`config.mk`:
```
export PLATFORM = sky130hd
export DESIGN_NAME = alu_shift_sequencer_flat
export DESIGN_NICKNAME = d
export VERILOG_FILES = /design/src/rtl/alu_shift_sequencer_pkg.sv /design/src/rtl/alu_shift_sequencer_if.sv /design/src/rtl/alu_shift_sequencer.sv /design/src/flat_wrapper.sv
export SDC_FILE = /design/constraint.sdc
export NUM_CORES = 1
export LEC_CHECK = 0
export BUFFER_PORTS_ARGS = -buffer_cell sky130_fd_sc_hd__buf_2
export CAP_MARGIN = 20
export CORE_MARGIN = 2
export CORE_UTILIZATION = 42
export DETAILED_ROUTE_END_ITERATION = 10
export GPL_TIMING_DRIVEN = 1
export PLACE_DENSITY = 0.88
export SYNTH_ARGS = -nofsm -noshare
export SYNTH_HDL_FRONTEND = slang
export SYNTH_SLANG_ARGS = --single-unit
```
`constraint.sdc`:
```
create_clock -name clk -period 1.4 [get_ports clk]
set_input_delay 0.21 -clock clk [delete_from_list [all_inputs] [get_ports clk]]
set_output_delay 0.21 -clock clk [all_outputs]
set_load 0.005 [all_outputs]
```
`src/rtl/alu_shift_sequencer_pkg.sv`:
```
// alu_pkg: shared widths, shift op encodings and sequencer state enum.
package alu_pkg;
  localparam int DATA_W = 16;
  localparam int AMT_W = 4;
  typedef enum logic [1:0] {SHR_A = 2'b00, SHL_A = 2'b01, SHR_B = 2'b10, SHL_B = 2'b11} shift_op_e;
  typedef enum logic [1:0] {IDLE, ISSUE, WAIT, DONE} seq_state_e;
endpackage

```
`src/rtl/alu_shift_sequencer_if.sv`:
```
// alu_shift_sequencer_if: command, response and shift-unit signals of the shift sequencer.
interface alu_shift_sequencer_if #(
  parameter int DATA_W = alu_pkg::DATA_W,
  parameter int AMT_W = alu_pkg::AMT_W
);
  logic req_valid;
  logic req_ready;
  logic signed [DATA_W-1:0] req_a;
  logic signed [DATA_W-1:0] req_b;
  logic [1:0] req_op;
  logic [AMT_W-1:0] req_amt;
  logic signed [DATA_W-1:0] shift_a;
  logic signed [DATA_W-1:0] shift_b;
  logic [1:0] shift_fun;
  logic shift_en;
  logic signed [DATA_W-1:0] shift_out;
  logic shift_flag;
  logic rsp_valid;
  logic rsp_ready;
  logic signed [DATA_W-1:0] rsp_data;
  logic rsp_err;
  modport slave (
    input req_valid, req_a, req_b, req_op, req_amt, shift_out, shift_flag, rsp_ready,
    output req_ready, shift_a, shift_b, shift_fun, shift_en, rsp_valid, rsp_data, rsp_err
  );
  modport master (
    output req_valid, req_a, req_b, req_op, req_amt, shift_out, shift_flag, rsp_ready,
    input req_ready, shift_a, shift_b, shift_fun, shift_en, rsp_valid, rsp_data, rsp_err
  );
endinterface

```
`src/rtl/alu_shift_sequencer.sv`:
```
// alu_shift_sequencer: drives the single-bit shift unit amt times, feeding each result back.
// Optional WAIT watchdog enabled by ALU_SHIFT_SEQ_TIMEOUT_EN.
module alu_shift_sequencer #(
  parameter int DATA_W = alu_pkg::DATA_W,
  parameter int AMT_W = alu_pkg::AMT_W
`ifdef ALU_SHIFT_SEQ_TIMEOUT_EN
  , parameter int TIMEOUT_CYC = 4
`endif
) (
  input logic clk,
  input logic rst,
  alu_shift_sequencer_if.slave bus
);
  import alu_pkg::*;
  seq_state_e state_q, state_d;
  logic signed [DATA_W-1:0] work_q, work_d;
  logic [1:0] op_q, op_d;
  logic [AMT_W-1:0] rem_q, rem_d;
  logic issue;
  logic done;
`ifdef ALU_SHIFT_SEQ_TIMEOUT_EN
  localparam int CW = $clog2(TIMEOUT_CYC + 1);
  logic [CW-1:0] wcnt_q, wcnt_d;
  logic err_q, err_d;
`endif
  assign issue = state_q == ISSUE;
  assign done = state_q == DONE;
  assign bus.req_ready = state_q == IDLE;
  assign bus.shift_en = issue;
  assign bus.shift_fun = issue ? op_q : 2'b00;
  assign bus.shift_a = (issue && !op_q[1]) ? work_q : '0;
  assign bus.shift_b = (issue && op_q[1]) ? work_q : '0;
  assign bus.rsp_valid = done;
  assign bus.rsp_data = done ? work_q : '0;
`ifdef ALU_SHIFT_SEQ_TIMEOUT_EN
  assign bus.rsp_err = done && err_q;
`else
  assign bus.rsp_err = 1'b0;
`endif
  always_comb begin
    state_d = state_q;
    work_d = work_q;
    op_d = op_q;
    rem_d = rem_q;
`ifdef ALU_SHIFT_SEQ_TIMEOUT_EN
    wcnt_d = wcnt_q;
    err_d = err_q;
`endif
    case (state_q)
      IDLE: if (bus.req_valid) begin
        work_d = bus.req_op[1] ? bus.req_b : bus.req_a;
        op_d = bus.req_op;
        rem_d = bus.req_amt;
        state_d = bus.req_amt == '0 ? DONE : ISSUE;
      end
      ISSUE: begin
        state_d = WAIT;
`ifdef ALU_SHIFT_SEQ_TIMEOUT_EN
        wcnt_d = '0;
`endif
      end
      WAIT: if (bus.shift_flag) begin
        work_d = bus.shift_out;
        rem_d = rem_q - 1'b1;
        state_d = rem_q == AMT_W'(1) ? DONE : ISSUE;
      end
`ifdef ALU_SHIFT_SEQ_TIMEOUT_EN
      else if (wcnt_q == CW'(TIMEOUT_CYC - 1)) begin
        state_d = DONE;
        err_d = 1'b1;
      end else wcnt_d = wcnt_q + 1'b1;
`endif
      DONE: if (bus.rsp_ready) begin
        state_d = IDLE;
`ifdef ALU_SHIFT_SEQ_TIMEOUT_EN
        err_d = 1'b0;
`endif
      end
      default: state_d = IDLE;
    endcase
  end
  always_ff @(posedge clk) begin
    if (!rst) begin
      state_q <= IDLE;
      work_q <= '0;
      op_q <= '0;
      rem_q <= '0;
`ifdef ALU_SHIFT_SEQ_TIMEOUT_EN
      wcnt_q <= '0;
      err_q <= 1'b0;
`endif
    end else begin
      state_q <= state_d;
      work_q <= work_d;
      op_q <= op_d;
      rem_q <= rem_d;
`ifdef ALU_SHIFT_SEQ_TIMEOUT_EN
      wcnt_q <= wcnt_d;
      err_q <= err_d;
`endif
    end
  end
endmodule

```
`src/flat_wrapper.sv`:
```
// flat-port wrapper written by rule: the top's interface ports become plain ports
module alu_shift_sequencer_flat import alu_pkg::*;
#(
  parameter int DATA_W = alu_pkg::DATA_W,
  parameter int AMT_W = alu_pkg::AMT_W

)
  (clk, rst, bus_req_valid, bus_req_a, bus_req_b, bus_req_op, bus_req_amt, bus_shift_out, bus_shift_flag, bus_rsp_ready, bus_req_ready, bus_shift_a, bus_shift_b, bus_shift_fun, bus_shift_en, bus_rsp_valid, bus_rsp_data, bus_rsp_err);
  alu_shift_sequencer_if #(.DATA_W(DATA_W), .AMT_W(AMT_W)) bus_i ();
  input logic clk;
  input logic rst;
  input wire logic [$bits(bus_i.req_valid)-1:0] bus_req_valid;
  input wire logic [$bits(bus_i.req_a)-1:0] bus_req_a;
  input wire logic [$bits(bus_i.req_b)-1:0] bus_req_b;
  input wire logic [$bits(bus_i.req_op)-1:0] bus_req_op;
  input wire logic [$bits(bus_i.req_amt)-1:0] bus_req_amt;
  input wire logic [$bits(bus_i.shift_out)-1:0] bus_shift_out;
  input wire logic [$bits(bus_i.shift_flag)-1:0] bus_shift_flag;
  input wire logic [$bits(bus_i.rsp_ready)-1:0] bus_rsp_ready;
  output wire logic [$bits(bus_i.req_ready)-1:0] bus_req_ready;
  output wire logic [$bits(bus_i.shift_a)-1:0] bus_shift_a;
  output wire logic [$bits(bus_i.shift_b)-1:0] bus_shift_b;
  output wire logic [$bits(bus_i.shift_fun)-1:0] bus_shift_fun;
  output wire logic [$bits(bus_i.shift_en)-1:0] bus_shift_en;
  output wire logic [$bits(bus_i.rsp_valid)-1:0] bus_rsp_valid;
  output wire logic [$bits(bus_i.rsp_data)-1:0] bus_rsp_data;
  output wire logic [$bits(bus_i.rsp_err)-1:0] bus_rsp_err;
  assign bus_i.req_valid = bus_req_valid;
  assign bus_i.req_a = bus_req_a;
  assign bus_i.req_b = bus_req_b;
  assign bus_i.req_op = bus_req_op;
  assign bus_i.req_amt = bus_req_amt;
  assign bus_i.shift_out = bus_shift_out;
  assign bus_i.shift_flag = bus_shift_flag;
  assign bus_i.rsp_ready = bus_rsp_ready;
  assign bus_req_ready = bus_i.req_ready;
  assign bus_shift_a = bus_i.shift_a;
  assign bus_shift_b = bus_i.shift_b;
  assign bus_shift_fun = bus_i.shift_fun;
  assign bus_shift_en = bus_i.shift_en;
  assign bus_rsp_valid = bus_i.rsp_valid;
  assign bus_rsp_data = bus_i.rsp_data;
  assign bus_rsp_err = bus_i.rsp_err;
  alu_shift_sequencer #(.DATA_W(DATA_W), .AMT_W(AMT_W)) u_core (.clk(clk), .rst(rst), .bus(bus_i));
endmodule
```
After elaboration in Yosys (flattened, before gate mapping)
Index checks and enable logic that the tools add are counted.
- output and inout bits: 54
- bits of input ports: 59
- bits in registers: 24
- muxes and demuxes: 17
- eq/ne operators: 7
- $add $sub $neg: 1
- reductions and logical operators: 9
- operator list (kind ; number):
    $mux W16 ; 6
    $pmux W16 S2 ; 1
    $mux W2 ; 6
    $mux W4 ; 2
    $pmux W2 S4 ; 1
    $pmux W4 S2 ; 1
    $ne A2 B2 Y1 const B ; 3
    $reduce_and A3 Y1 ; 2
    $eq A2 B2 Y1 const B ; 2
    $eq A4 B1 Y1 const B ; 1
    $logic_not A4 Y1 ; 1
    $sub A4 B1 Y4 const B ; 1
    $eq A2 B1 Y1 const B ; 1
    $logic_and A1 B1 Y1 ; 2
    $logic_not A2 Y1 ; 1
    $reduce_and A2 Y1 ; 1
    $reduce_bool A2 Y1 ; 1
    $logic_not A1 Y1 ; 1

Logic depth before layout (Yosys ltp)
- depth after elaboration: 4
- gate-level depth with buffers: 7

Least setup slack after synthesis
OpenSTA, ideal clock, no wires.
- path kind: reg2out
- start: register u_core.state_q[0]
- end: output bus_shift_b[10]
- data required time: 1.190 ns
- slack: 0.107 ns
- cell stages (with the launch flop): 5
- data arrival time: 1.083 ns
- cell sequence: dfxtp_1 nor2b_1 buf_2 buf_2 and3_1
- word-level cells in the longest chain between the ends: 3
- ends and longest elaborated chain (what ; line ; source):
    start: declaration ; alu_shift_sequencer.sv:15 ; seq_state_e state_q, state_d;
    start signal: assignment ; alu_shift_sequencer.sv:93 ; state_q <= state_d;
    $eq A2 B1 Y1 ; alu_shift_sequencer.sv:26 ; assign issue = state_q == ISSUE;
    named net bus_shift_en ; flat_wrapper.sv:24 ; output wire logic [$bits(bus_i.shift_en)-1:0] bus_shift_en;
    $logic_and A1 B1 Y1 ; alu_shift_sequencer.sv:32 ; assign bus.shift_b = (issue && op_q[1]) ? work_q : '0;
    $mux W16 ; alu_shift_sequencer.sv:32 ;
    end: declaration ; flat_wrapper.sv:22 ; output wire logic [$bits(bus_i.shift_b)-1:0] bus_shift_b;
The timed path passes the listed nets, and every way through them passes these cells.

Final worst setup path
- start: register u_core.state_q[1]
- end: output bus_shift_b[1]
- word-level cells in the longest chain between the ends: 3
- ends and longest elaborated chain (what ; line):
    $eq A2 B1 Y1 ; alu_shift_sequencer.sv:26
    $logic_and A1 B1 Y1 ; alu_shift_sequencer.sv:32
    $mux W16 ; alu_shift_sequencer.sv:32
No other way between the ends.

==> impl_metrics.csv <==
group,metric,value,unit
floorplan,io-pin-count,113,
route,vias_per_cell,5.53,
route,antenna_left,0,
timing,setup_viol,39,
yosys,synthFlopType,"dfxtp_1",
layout,final_cell_count_no_fill,395,
yosys,synthMuxAreaShare,0.114,
yosys,ys_seq_area_frac,0.286,
route,routed-via-count,2185,
clock_network,clk_path_buf_depth,2,
placed_design,gp_congestion,0.821,
power_and_ir_drop,ir_drop,0.433,mV
yosys,synth_xor_area_frac,0.00521,
critical_path,crit_required,1.19,ns
timing,fin_setup_tns,-1.76,ns
clock_network,clk-insertion-delay-late,0.27,ns
route,post_drt_wl_per_cell,16.2,µm
global_routing,grt_max_degree,21,
status,status,"complete, but fails checks",
critical_path,path_max_fanout,19,
timing,rsz0062_at_grt,"true",
clock_network,cts_buffers,3,
floorplan,initial_utilization,0.449,
timing,slew_viol_final,0,
power_and_ir_drop,power_per_cell_area,835,nW/µm²
route,drtPass1Iterations,7,
yosys,synth_seq_cells,24,
yosys,synth.cell_area,1680,µm²
floorplan,core.rowCount,22,
hold_path,hold_depth,3,
power_and_ir_drop,pwr-share-seq,0.363,
power_and_ir_drop,p_leak,1.51,nW
route,drtIter0Drc,152,
yosys,async_flop_share,0,
layout,final_layout_size_suffix_gt1_frac,0.510,
power_and_ir_drop,p_sw,0.753,mW
yosys,synthCells,226,
layout,nets,409,
global_routing,grt_pass1_wl,8530,µm
power_and_ir_drop,sw_frac_of_total,0.323,
timing,setup_slack,-0.0962,ns
hold_path,min_from,"bus_req_op[0]",
yosys,synth_top_area_frac,0.286,
flow_run,cap_viol_max_count,0,
timing,whs,0.190,ns
clock_network,clkSlewWorstSetupHoldPaths,0.09,ns
floorplan,die_h,67.3,µm
yosys,synth_nets,287,
critical_path,path_class,"reg2out",
yosys,synth_fa_ha_area_frac,0.0149,
yosys,synth_top_family_by_area,"simple AND/OR/NAND/NOR gates",
global_routing,grt_overflow,0,
placed_design,dp_cells,377,
clock_network,htreeDepth,1,
yosys,yosysTopAreaCell,"dfxtp_1",
global_routing,grt_usage,0.247,
floorplan,die_w,67.3,µm
yosys,yosys.cell_count.top_type,"and3_1",
layout,n_antenna_cell,0,
placed_design,portBuffers,111,
clock_network,cts_root_buf,"clkbuf_8",
placed_design,dp_hpwl,3980,µm
critical_path,end_kind,"primary output",
global_routing,grt_pass1_vias,1841,
yosys,synth-edff-count,0,
yosys,yosysWarnings,0,
yosys,synth_compound_area_frac,0.162,
hold_path,whs_endpoint,"u_core.op_q[0]",
power_and_ir_drop,p_clk_frac,0.265,
timing,timing.fmax,668,MHz
route,drcViolationCount,0,
power_and_ir_drop,power_frac_comb,0.371,
yosys,synth_common_cells,"and3_1, dfxtp_1, a21oi_1",
critical_path,startpoint_type,"register",
floorplan,die-area,4530,µm²
yosys,synth-simple-area-share,0.339,
yosys,avgSynthCellArea,7.44,µm²
clock_network,cts_sinks,24,
critical_path,arrival,1.29,ns
power_and_ir_drop,p_int,1.57,mW
hold_path,hold_path.class,"in2reg",
critical_path,r2r_start,"u_core.state_q[0]",
global_routing,antenna_found_initial,0,
yosys,synth_area_leaders,"dfxtp_1, and3_1, mux2i_1",
layout,syn2layout_area_growth,65.7,%
status,violations,"negative setup slack",
timing,post-route-min-period,1.50,ns
critical_path,r2r_slack,-0.05,ns
timing,hold_violations,0,
critical_path,rr_endpoint,"u_core.rem_q[1]",
timing,clock_skew,0.00172,ns
yosys,synth_cell_types,31,
critical_path,ff2ff_path_depth,8,
floorplan,coreArea,3740,µm²
timing,min_period_over_period,1.07,
route,drt_wl_total,6410,µm
clock_network,cts_tree,"built",
power groups by stage:
stage	registers, mW	logic, mW	clock network [mW]
final	0.846	0.864	0.618
after floorplan	0.819	0.380	0
after global placement	0.845	0.574	0
after global routing	0.852	0.931	0.652
after detailed placement	0.850	0.592	0
after CTS	0.833	0.694	0.612
cell usage in the layout, fill, tap and decap left out, types with 3 or more instances in the layout:
cell type	instances
buf_2	103
and3_1	30
dfxtp_1	22
nand2_1	21
nor2_1	20
mux2i_1	17
o22ai_1	15
a21oi_1	14
buf_6	14
buf_4	11
and2_1	10
and2_4	9
a21oi_2	9
inv_1	4
o22ai_2	3
clkbuf_8	3
buf_12	3
per-layer routing:
layer / up-vias / track usage / wire (µm)
met3: 16 / 0.0183 / 512
li1: 1033 / - / -
met4: 0 / 0.115 / 148
met1: 1000 / 0.319 / 2490
met2: 136 / 0.420 / 3260
met5: - / 0 / 0
registers in the layout, summed over array words and instances (netlist names):
name / flops
u_core.op_q: 2
u_core.rem_q: 4
u_core.state_q: 2
u_core.work_q: 16
final cells by class:
| class | count | area, µm² |
|---|---|---|
| well taps | 48 | 60.1 |
| repair buffers | 135 | 908 |
| fillers | 276 | 957 |
| multi-input cells | 180 | 1250 |
| flip-flops and latches | 24 | 485 |
| clock inverters | 1 | 30.0 |
| clock buffers | 3 | 41.3 |
| inverters | 4 | 15.0 |
what timing repair did:
action                                  CTS  global route
hold buffers                              0             0
cloned                                    2             4
pin swaps                                21             9
endpoints found under the setup margin   55            73
resized for setup                        16            40
setup buffers                             6             2
how the worst max path moves through the flow:
stage | to | cells after the start | slack, ns | startpoint
after global routing | u_core.work_q[4] | 6 | -0.14 | u_core.state_q[1]
after detailed placement | u_core.work_q[11] | 4 | -0.05 | u_core.state_q[1]
final | bus_shift_b[1] | 4 | -0.1 | u_core.state_q[1]
after floorplan | bus_shift_b[10] | 4 | 0.11 | u_core.state_q[0]
after global placement | u_core.state_q[1] | 5 | 0.00008 | u_core.state_q[1]
after CTS | bus_shift_a[6] | 4 | -0.07 | u_core.state_q[0]
kinds of logic after synthesis:
group           Yosys count
compound gates           48
xor+xnor                  1
fa+ha+maj                 2
buf+inv                  25
flops                    24
mux                      19
other cells               1
simple gates            106
metrics by stage:
stage                     power (mW)  area (µm²)  worst slack [ns]  utilization
after floorplan                 1.20        1680             0.107            -
after global placement          1.42        2310         0.0000824        0.617
after detailed placement        1.44        2310           -0.0536        0.617
after CTS                       2.14        2520           -0.0730        0.674
after global routing            2.44        2790            -0.136        0.744
final                           2.33        2790           -0.0962        0.744
critical path, stage by stage (launching register included):
cell     delay [ns]
dfxtp_4        0.37
nor2b_4        0.14
buf_6          0.17
and3_1         0.20
buf_2          0.12
Note: power is estimated with default switching activity, not from simulation.
